## src/rtl/imem_loader_pkg.sv

```systemverilog
// Shared types and constants for the instruction-memory loader.
package imem_loader_pkg;

    localparam int unsigned BYTES_PER_WORD = 4;
    localparam int unsigned ADDR_W_DEF     = 6;
    localparam int unsigned DATA_W_DEF     = 32;

    typedef enum logic [2:0] {
        IDLE,
        HDR,
        DATA,
        CSUM,
        DONE
    } state_t;

endpackage

```

## src/rtl/imem_loader_if.sv

```systemverilog
// Byte-stream valid/ready handshake feeding the instruction-memory loader.
interface imem_loader_if;

    logic [7:0] in_data;
    logic       in_valid;
    logic       in_ready;

    modport master (
        output in_data,
        output in_valid,
        input  in_ready
    );

    modport slave (
        input  in_data,
        input  in_valid,
        output in_ready
    );

endinterface

```

## src/rtl/imem_loader_byte_packer.sv

```systemverilog
// Shifts accepted bytes MSB-first into a word; word_valid flags the byte completing a word.
module byte_packer
    import imem_loader_pkg::*;
#(
    parameter int unsigned DATA_W = DATA_W_DEF
) (
    input  logic              clk,
    input  logic              rst_n,
    input  logic              clear,
    input  logic              in_valid,
    input  logic [7:0]        in_byte,
    output logic [DATA_W-1:0] word,
    output logic              word_valid
);

    localparam int unsigned IDX_W = $clog2(BYTES_PER_WORD);

    logic [IDX_W-1:0]  idx_q, idx_d;
    logic [DATA_W-9:0] shift_q, shift_d;

    // word is combinational so the owner can register it in the same cycle as byte 3
    always_comb begin
        idx_d      = idx_q;
        shift_d    = shift_q;
        word       = {shift_q, in_byte};
        word_valid = 1'b0;
        if (clear) begin
            idx_d   = '0;
            shift_d = '0;
        end else if (in_valid) begin
            idx_d      = idx_q + 1'b1;
            shift_d    = word[DATA_W-9:0];
            word_valid = (idx_q == IDX_W'(BYTES_PER_WORD - 1));
        end
    end

    always_ff @(posedge clk or negedge rst_n) begin
        if (!rst_n) begin
            idx_q   <= '0;
            shift_q <= '0;
        end else begin
            idx_q   <= idx_d;
            shift_q <= shift_d;
        end
    end

endmodule

```

## src/rtl/imem_loader.sv

```systemverilog
// Instruction-memory loader: header byte N, then N+1 big-endian words written to imem.
// Optional trailing checksum word enabled by IMEM_LOADER_CHECKSUM_EN.
module imem_loader
    import imem_loader_pkg::*;
#(
    parameter int unsigned ADDR_W = ADDR_W_DEF,
    parameter int unsigned DATA_W = DATA_W_DEF
) (
    input  logic              clk,
    input  logic              rst_n,
    input  logic              start,
    input  logic              abort,
    imem_loader_if.slave      stream,
    output logic              we,
    output logic [ADDR_W-1:0] wa,
    output logic [DATA_W-1:0] wd,
    output logic              busy,
    output logic              done,
    output logic              err,
    output logic              cpu_hold
);

`ifdef IMEM_LOADER_CHECKSUM_EN
    localparam state_t AFTER_DATA = CSUM;
`else
    localparam state_t AFTER_DATA = DONE;
`endif

    state_t            state_q, state_d;
    logic [ADDR_W-1:0] n_q, n_d;
    logic [ADDR_W-1:0] cnt_q, cnt_d;
    logic              we_q, we_d;
    logic [ADDR_W-1:0] wa_q, wa_d;
    logic [DATA_W-1:0] wd_q, wd_d;

    logic              busy_c;
    logic              in_ready_c;
    logic              accept;
    logic              pk_clear;
    logic              pk_valid;
    logic [DATA_W-1:0] pk_word;
    logic              pk_word_valid;

`ifdef IMEM_LOADER_CHECKSUM_EN
    logic [DATA_W-1:0] sum_q, sum_d;
    logic              err_q, err_d;
`endif

    // abort masks in_ready so a byte offered in the abort cycle is never consumed
    always_comb begin
        busy_c     = (state_q == HDR) || (state_q == DATA) || (state_q == CSUM);
        in_ready_c = busy_c && !abort;
        accept     = stream.in_valid && in_ready_c;
        pk_valid   = accept && ((state_q == DATA) || (state_q == CSUM));
    end

    assign stream.in_ready = in_ready_c;

    byte_packer #(
        .DATA_W(DATA_W)
    ) u_packer (
        .clk       (clk),
        .rst_n     (rst_n),
        .clear     (pk_clear),
        .in_valid  (pk_valid),
        .in_byte   (stream.in_data),
        .word      (pk_word),
        .word_valid(pk_word_valid)
    );

    always_comb begin
        state_d  = state_q;
        n_d      = n_q;
        cnt_d    = cnt_q;
        we_d     = 1'b0;
        wa_d     = wa_q;
        wd_d     = wd_q;
        pk_clear = 1'b0;
`ifdef IMEM_LOADER_CHECKSUM_EN
        sum_d    = sum_q;
        err_d    = err_q;
`endif
        if (abort) begin
            state_d  = IDLE;
            cnt_d    = '0;
            pk_clear = 1'b1;
`ifdef IMEM_LOADER_CHECKSUM_EN
            err_d    = 1'b0;
`endif
        end else begin
            case (state_q)
                IDLE, DONE: begin
                    if (start) begin
                        state_d  = HDR;
                        cnt_d    = '0;
                        pk_clear = 1'b1;
`ifdef IMEM_LOADER_CHECKSUM_EN
                        sum_d    = '0;
                        err_d    = 1'b0;
`endif
                    end
                end
                HDR: begin
                    if (accept) begin
                        n_d     = ADDR_W'(stream.in_data);
                        state_d = DATA;
                    end
                end
                DATA: begin
                    if (pk_word_valid) begin
                        we_d = 1'b1;
                        wa_d = cnt_q;
                        wd_d = pk_word;
`ifdef IMEM_LOADER_CHECKSUM_EN
                        sum_d = sum_q + pk_word;
`endif
                        if (cnt_q == n_q) begin
                            state_d = AFTER_DATA;
                        end else begin
                            cnt_d = cnt_q + 1'b1;
                        end
                    end
                end
`ifdef IMEM_LOADER_CHECKSUM_EN
                CSUM: begin
                    if (pk_word_valid) begin
                        err_d   = ((sum_q + pk_word) != '0);
                        state_d = DONE;
                    end
                end
`endif
                default: state_d = IDLE;
            endcase
        end
    end

    always_ff @(posedge clk or negedge rst_n) begin
        if (!rst_n) begin
            state_q <= IDLE;
            n_q     <= '0;
            cnt_q   <= '0;
            we_q    <= 1'b0;
            wa_q    <= '0;
            wd_q    <= '0;
        end else begin
            state_q <= state_d;
            n_q     <= n_d;
            cnt_q   <= cnt_d;
            we_q    <= we_d;
            wa_q    <= wa_d;
            wd_q    <= wd_d;
        end
    end

`ifdef IMEM_LOADER_CHECKSUM_EN
    always_ff @(posedge clk or negedge rst_n) begin
        if (!rst_n) begin
            sum_q <= '0;
            err_q <= 1'b0;
        end else begin
            sum_q <= sum_d;
            err_q <= err_d;
        end
    end
    assign err = err_q;
`else
    assign err = 1'b0;
`endif

    assign we       = we_q;
    assign wa       = wa_q;
    assign wd       = wd_q;
    assign busy     = busy_c;
    assign cpu_hold = busy_c;
    assign done     = (state_q == DONE);

endmodule

```

## src/flat_wrapper.sv

```systemverilog
// flat-port wrapper written by rule: the top's interface ports become plain ports
module imem_loader_flat import imem_loader_pkg::*;
#(
    parameter int unsigned ADDR_W = ADDR_W_DEF,
    parameter int unsigned DATA_W = DATA_W_DEF
)
  (clk, rst_n, start, abort, we, wa, wd, busy, done, err, cpu_hold, stream_in_data, stream_in_valid, stream_in_ready);
  imem_loader_if stream_i ();
  input  logic clk;
  input  logic rst_n;
  input  logic start;
  input  logic abort;
  output logic we;
  output logic [ADDR_W-1:0] wa;
  output logic [DATA_W-1:0] wd;
  output logic busy;
  output logic done;
  output logic err;
  output logic cpu_hold;
  input wire logic [$bits(stream_i.in_data)-1:0] stream_in_data;
  input wire logic [$bits(stream_i.in_valid)-1:0] stream_in_valid;
  output wire logic [$bits(stream_i.in_ready)-1:0] stream_in_ready;
  assign stream_i.in_data = stream_in_data;
  assign stream_i.in_valid = stream_in_valid;
  assign stream_in_ready = stream_i.in_ready;
  imem_loader #(.ADDR_W(ADDR_W), .DATA_W(DATA_W)) u_core (.clk(clk), .rst_n(rst_n), .start(start), .abort(abort), .stream(stream_i), .we(we), .wa(wa), .wd(wd), .busy(busy), .done(done), .err(err), .cpu_hold(cpu_hold));
endmodule
```

## config.mk

```make
export PLATFORM = sky130hd
export DESIGN_NAME = imem_loader_flat
export DESIGN_NICKNAME = d
export VERILOG_FILES = /design/src/rtl/imem_loader_pkg.sv /design/src/rtl/imem_loader_if.sv /design/src/rtl/imem_loader_byte_packer.sv /design/src/rtl/imem_loader.sv /design/src/flat_wrapper.sv
export SDC_FILE = /design/constraint.sdc
export NUM_CORES = 1
export LEC_CHECK = 0
export CAP_MARGIN = 30
export CORE_UTILIZATION = 35
export DETAILED_ROUTE_END_ITERATION = 8
export GPL_ROUTABILITY_DRIVEN = 0
export SLEW_MARGIN = 30
export SYNTH_ARGS = -nofsm -noshare
export SYNTH_HDL_FRONTEND = slang
export SYNTH_SLANG_ARGS = --single-unit
```

## constraint.sdc

```tcl
create_clock -name clk -period 2.9 [get_ports clk]
set_input_delay 0.58 -clock clk [delete_from_list [all_inputs] [get_ports clk]]
set_output_delay 0.58 -clock clk [all_outputs]
set_load 0.01 [all_outputs]
```

== Yosys cells after proc, flatten, opt, wreduce, memory -nomap -nowiden ==
Index checks and enable logic that the tools add are counted.
Widths: inputs -> output; s select.

* Flip-flop bits (word level): 80
* Bits in latches: 0
* Bits in writable memories: 0
* Memory bits (read-only): 0
* Output and inout bits: 44
* Word-level logic and storage cells: 60
* Memories kept: 0

* $add $sub $neg: 2
* $mul: 0
* Div/mod/pow operators: 0
* Magnitude comparators: 0
* Equal/unequal tests: 11
* Shift operators: 0
* Mux-type cells: 23
* Bitwise logic cells: 1
* Reduce and logical (&&, ||, !) cells: 15

{| class="wikitable"
|+ Operator list
! cell !! number
|-
| $mux 24 || 2
|-
| $mux 6 || 4
|-
| $mux 3 || 5
|-
| $pmux 6 s2 || 1
|-
| $ne 3x3->1 const B || 3
|-
| $pmux 3 s3 || 1
|-
| $mux 1 || 8
|-
| $reduce_and 4->1 || 2
|-
| $add 6x1->6 const B || 1
|-
| $eq 3x2->1 const B || 2
|-
| $eq 6x6->1 || 1
|-
| $ne 3x2->1 const B || 2
|-
| $reduce_and 3->1 || 2
|-
| $mux 2 || 2
|-
| $eq 3x1->1 const B || 1
|-
| $eq 3x3->1 const B || 1
|-
| $logic_and 1x1->1 || 3
|-
| $logic_not 3->1 || 1
|-
| $logic_or 1x1->1 || 3
|-
| $reduce_bool 3->1 || 1
|-
| $add 2x1->2 const B || 1
|-
| $eq 2x2->1 const B || 1
|-
| $reduce_bool 2->1 || 1
|-
| $reduce_or 2->1 || 1
|-
| 2 further kinds || 2
|}

== Logic depth before layout (Yosys ltp) ==
* Word-level depth: 11
* Gate-level depth with buffers: 7

== Cells and area by module ==
Synthesis repeated with hierarchy kept, for this count alone.

* Cell total of the unflattened synthesis: 259
* Area, all modules: 3429.5 um^2

{| class="wikitable"
|+ By module, submodules not included
! module !! instances !! cells each !! area each (um^2) !! seq. area each (um^2)
|-
| imem_loader || 1 || 164 || 2273.4 || 1351.3
|-
| byte_packer || 1 || 95 || 1156.1 || 650.6
|}

== Least setup slack after synthesis ==
OpenSTA, ideal clock, no wires.

* Path type: input port to flip-flop
* Start: input port abort
* End: register u_core.wd_q[23], in the netlist u_core.wd[23]
* Library setup time: 0.125 ns
* Data arrival time: 1.671 ns
* Required time: 2.775 ns
* Slack: 1.104 ns
* Stages: 6
* Buffers on the path: 3
* Cell sequence: buf_2 -> nor3_4 -> and2_4 -> buf_6 -> buf_6 -> mux2_4

* Cells in the longest elaborated chain, start to end: 7
* Elaborated cells between the ends (all ways): 9

{| class="wikitable"
|+ RTL lines
! item !! line !! RTL
|-
| start: declaration || flat_wrapper.sv:12 || <nowiki>input logic abort;</nowiki>
|-
| $logic_not 1->1 || imem_loader.sv:52 || <nowiki>in_ready_c = busy_c && !abort;</nowiki>
|-
| $logic_and 1x1->1 || imem_loader.sv:52 ||
|-
| $logic_and 1x1->1 || imem_loader.sv:53 || <nowiki>accept = stream.in_valid && in_ready_c;</nowiki>
|-
| $logic_and 1x1->1 || imem_loader.sv:54 || <nowiki>pk_valid = accept && ((state_q == DATA) || (state_q == CSUM));</nowiki>
|-
| $mux 1 || imem_loader_byte_packer.sv:30 || <nowiki>end else if (in_valid) begin</nowiki>
|-
| $mux 1 || imem_loader_byte_packer.sv:27 || <nowiki>if (clear) begin</nowiki>
|-
| $reduce_and 3->1 (no line) (*) || - ||
|-
| end signal: assignment || imem_loader.sv:151 || <nowiki>wd_q <= wd_d;</nowiki>
|-
| end: declaration || imem_loader.sv:34 || <nowiki>logic [DATA_W-1:0] wd_q, wd_d;</nowiki>
|}

Mark *: on every way between the ends. The rest lies on a longest branch, timed or not.
A chain may end at the register's enable or synchronous reset.

== Worst setup path in the final report ==
* Start: input port abort
* End: output port stream_in_ready

* Cells in the longest elaborated chain, start to end: 2

{| class="wikitable"
|+ RTL lines
! item !! line !! RTL
|-
| $logic_not 1->1 || imem_loader.sv:52 ||
|-
| $logic_and 1x1->1 || imem_loader.sv:52 ||
|-
| end: declaration || flat_wrapper.sv:22 || <nowiki>output wire logic [$bits(stream_i.in_ready)-1:0] stream_in_ready;</nowiki>
|}

Every way passes these cells.

==> run_results.csv <==
group,metric,value,unit
pwr,pwr-share-clk,39.2,%
clock_tree,max-clock-path-buffers,2,
grt,grt_max_degree,81,
clock_tree,cts_tree,"done",
die,core,9770,um^2
synth,synth-xor-area-share,1.49,%
die,dieWidth,102,um
finish,nNetsFinal,354,
clock_tree,clkLatencyLatePin,0.35,ns
placement,hpwl,4.31,mm
synth,synth_compound_area_share,7.68,%
clock_tree,holdBufCountCts,0,
synth,syn_avg_cell_area,12.5,um^2
worst_setup_path,reg2reg_depth,6,
worst_setup_path,path_common_cell,"clkdlybuf4s50_1",
clock_tree,post_cts_buffers,0,
clock_tree,path_clk_slew,0.08,ns
pwr,power_leakage,0.00193,uW
grt,grt_pass1_wl,11.4,mm
placement,portBuffers,55,
sta,finalCriticalPeriod,2.43,ns
sta,slew_headroom,52.2,%
sta,hold_viol,0,
die,die_y,102,um
worst_setup_path,critPathRequiredTime,2.32,ns
routing,initialDrtViolationCount,81,
routing,route.detailed.drc,0,
grt,grt_pass1_vias,2276,
worst_setup_path,critPathMaxStageDelay,0.57,ns
die,die-area,10500,um^2
synth,synth_top_family_by_area,"multiplexers",
synth,yosysUniqueCellTypes,42,
worst_setup_path,critPathLaunchType,"input port",
worst_setup_path,critical_path_class,"in2out",
routing,wl,6.70,mm
finish,num_antenna_cells,0,
clock_tree,clock_sinks,80,
synth,synth_warnings,0,
sta,finalSetupViolations,0,
synth,synth-simple-area-share,11.0,%
pwr,irDropWorstVdd,0.200,mV
worst_setup_path,timing.rr.start,"u_core.state_q[2]",
pwr,pwr-share-comb,9.5,%
pwr,powerDensity,531,nW/um^2
synth,syn_nets,298,
worst_setup_path,cp-end-kind,"output port",
sta,tightest_slew,0.718,ns
finish,final_util,45.2,%
routing,first_pass_iters,4,
routing,viasPerCell,4.71,
run_status,status,"finished, final reports clean",
die,io_pins,57,
sta,fmax,411,MHz
sta,period_share,83.9,%
die,row_count,36,
sta,rsz0062_at_grt,"false",
job,max_cap_viol_count,0,
clock_tree,cts_resized,0,
worst_setup_path,critPathTopFamily,"buffers and inverters",
pwr,switching_share,24.3,%
clock_tree,htreeDepth,3,
worst_setup_path,slowest_stage,"clkdlybuf4s50_1",
die,start_util,36.1,%
finish,drive_gt1_share,20.9,%
synth,synthAdderAreaFrac,0.708,%
routing,wl_per_cell,14.1,um
grt,gr-total-overflow,0,
routing,ant_nets,0,
sta,fin_worst_skew,0.0104,ns
grt,antenna_found_initial,0,
synth,synth-seq-cells,80,
worst_setup_path,rrSetupSlack,0.96,ns
clock_tree,root_buffer,"clkbuf_8",
hold_path,worstHoldPathType,"in2async",
synth,ys_seq_area_share,56.7,%
placement,pre_cts_ws,0.438,ns
worst_setup_path,crit_fanout,3,
sta,fin_tns_setup,0,ns
synth,netlist_area,3530,um^2
pwr,seqPwrFrac,51.3,%
worst_setup_path,crit_chain,"clkdlybuf4s50_1 > nor3_1 > clkdlybuf4s50_1",
grt,grt_usage,14.5,%
pwr,p_int,1780,uW
worst_setup_path,path_buf_inv,2,
synth,muxShareOfSynthArea,18.3,%
routing,via_count,2248,
sta,finalWorstSetupSlack,0.468,ns
clock_tree,numCtsBuffers,9,
finish,area_growth,25.1,%
worst_setup_path,cp.arrival,1.85,ns
worst_setup_path,regToRegEndpoint,"u_core.cnt_q[3]",
pwr,p_sw,570,uW
synth,synthCells,283,
sta,slew_viol_final,0,
-- metal layers --
layer  vias up  wire, um  share of wire (%)  global-route usage, %
met2        57      2960                 44                   20.3
met1      1104      3390                 51                   21.1
met4         0        94                1.4                   6.26
met3         5       257                3.8                   3.56
li1       1082         -                  -                      -
met5         -         0                  0                      0
-- worst max path at each step --
stage | slack, ns | cells past startpoint | start | to
final | 0.47 | 3 | abort | stream_in_ready
after global routing | 0.35 | 3 | u_core.state_q[1] | done
after CTS | 0.42 | 3 | abort | stream_in_ready
after detailed placement | 0.44 | 3 | abort | stream_in_ready
after global placement | 0.45 | 3 | abort | stream_in_ready
after floorplan | 1.10 | 6 | abort | u_core.wd[23]
-- layout make-up --
cell class                 count  area [um^2]
sequential                    80         2000
inverter                       5         18.8
tap                          133          166
fill                         912         5360
timing repair buffer          60          614
clock buffer                  12          145
clock inverter                 4         76.3
multi-input combinational    183         1400
-- kinds of logic (layout without fill, tap and decap cells) --
group           Yosys count  after routing
flops                    80             80
compound gates           44             44
mux                      45             45
fa+ha+maj                 2              2
buf+inv                  20             81
other cells               1              1
xor+xnor                  6              6
simple gates             85             85
-- cells in the final DEF, fill, tap and decap left out, drive strengths merged --
| master | instances |
|---|---|
| a21oi | 6 |
| nand3b | 2 |
| nor3 | 7 |
| mux2i | 1 |
| nand4b | 1 |
| o31ai | 2 |
| a32oi | 1 |
| o311ai | 2 |
| a32o | 1 |
| nand3 | 3 |
| conb | 1 |
| a41o | 1 |
| clkbuf | 12 |
| and3 | 1 |
| o21ai | 25 |
| nand2 | 56 |
| clkinvlp | 1 |
| ha | 2 |
| nor2 | 9 |
| bufinv | 2 |
| xnor2 | 1 |
| mux2 | 44 |
| and2 | 3 |
| xor2 | 5 |
| a31o | 1 |
| o22ai | 1 |
| clkdlybuf4s50 | 54 |
| nor3b | 1 |
| o221ai | 1 |
| a21o | 1 |
| nand2b | 2 |
| buf | 6 |
| dfrtp | 80 |
| inv | 6 |
| a31oi | 2 |
-- power groups by stage --
stage / Combinational (uW) / Clock [uW] / Sequential [uW]
6_report: 223 / 919 / 1200
5_1_grt: 252 / 993 / 1210
4_1_cts: 227 / 942 / 1210
3_5_place_dp: 225 / 0 / 1230
3_3_place_gp: 220 / 0 / 1220
2_1_floorplan: 143 / 0 / 1210
-- cells in the mapped netlist, drive strengths merged --
cell    instances  share of area, %
a32oi           1              0.25
and2            3              0.60
nand3           3              0.42
a41o            1              0.28
nand2b          2              0.57
nand4b          1              0.25
nand2          56               5.9
a21oi           6              0.96
dfrtp          80                57
o21ai          25               3.5
a31o            1              0.25
o22ai           1              0.18
nor3            7               1.3
o221ai          1              0.25
inv             5              0.53
a31oi           2              0.53
a32o            1              0.28
xor2            5               1.2
a21o            1              0.25
nand3b          2              0.42
and3            1              0.18
nor2            9              0.96
conb            1              0.11
mux2           44                18
o311ai          2              0.50
nor3b           1              0.35
ha              2              0.71
clkbuf          2              0.21
xnor2           1              0.25
o31ai           2              0.42
buf            13               3.3
mux2i           1              0.28
-- registers in the layout, indices dropped and copies added, names as in the netlist --
signal                   count
u_core.cnt_q                 6
u_core.n_q                   6
u_core.state_q               3
u_core.u_packer.idx_q        2
u_core.u_packer.shift_q     24
u_core.wa                    6
u_core.wd                   32
u_core.we                    1
-- through the flow --
stage,hold WS (ns),instances,total power [uW],cell area (um^2)
2_1_floorplan,0.284,283,1360,3530
3_3_place_gp,0.490,461,1440,4190
3_5_place_dp,0.492,461,1450,4200
4_1_cts,0.289,477,2370,4420
5_1_grt,0.331,477,2460,4420
6_report,0.256,477,2350,4420
No activity file was read; power rests on OpenSTA's default activity.
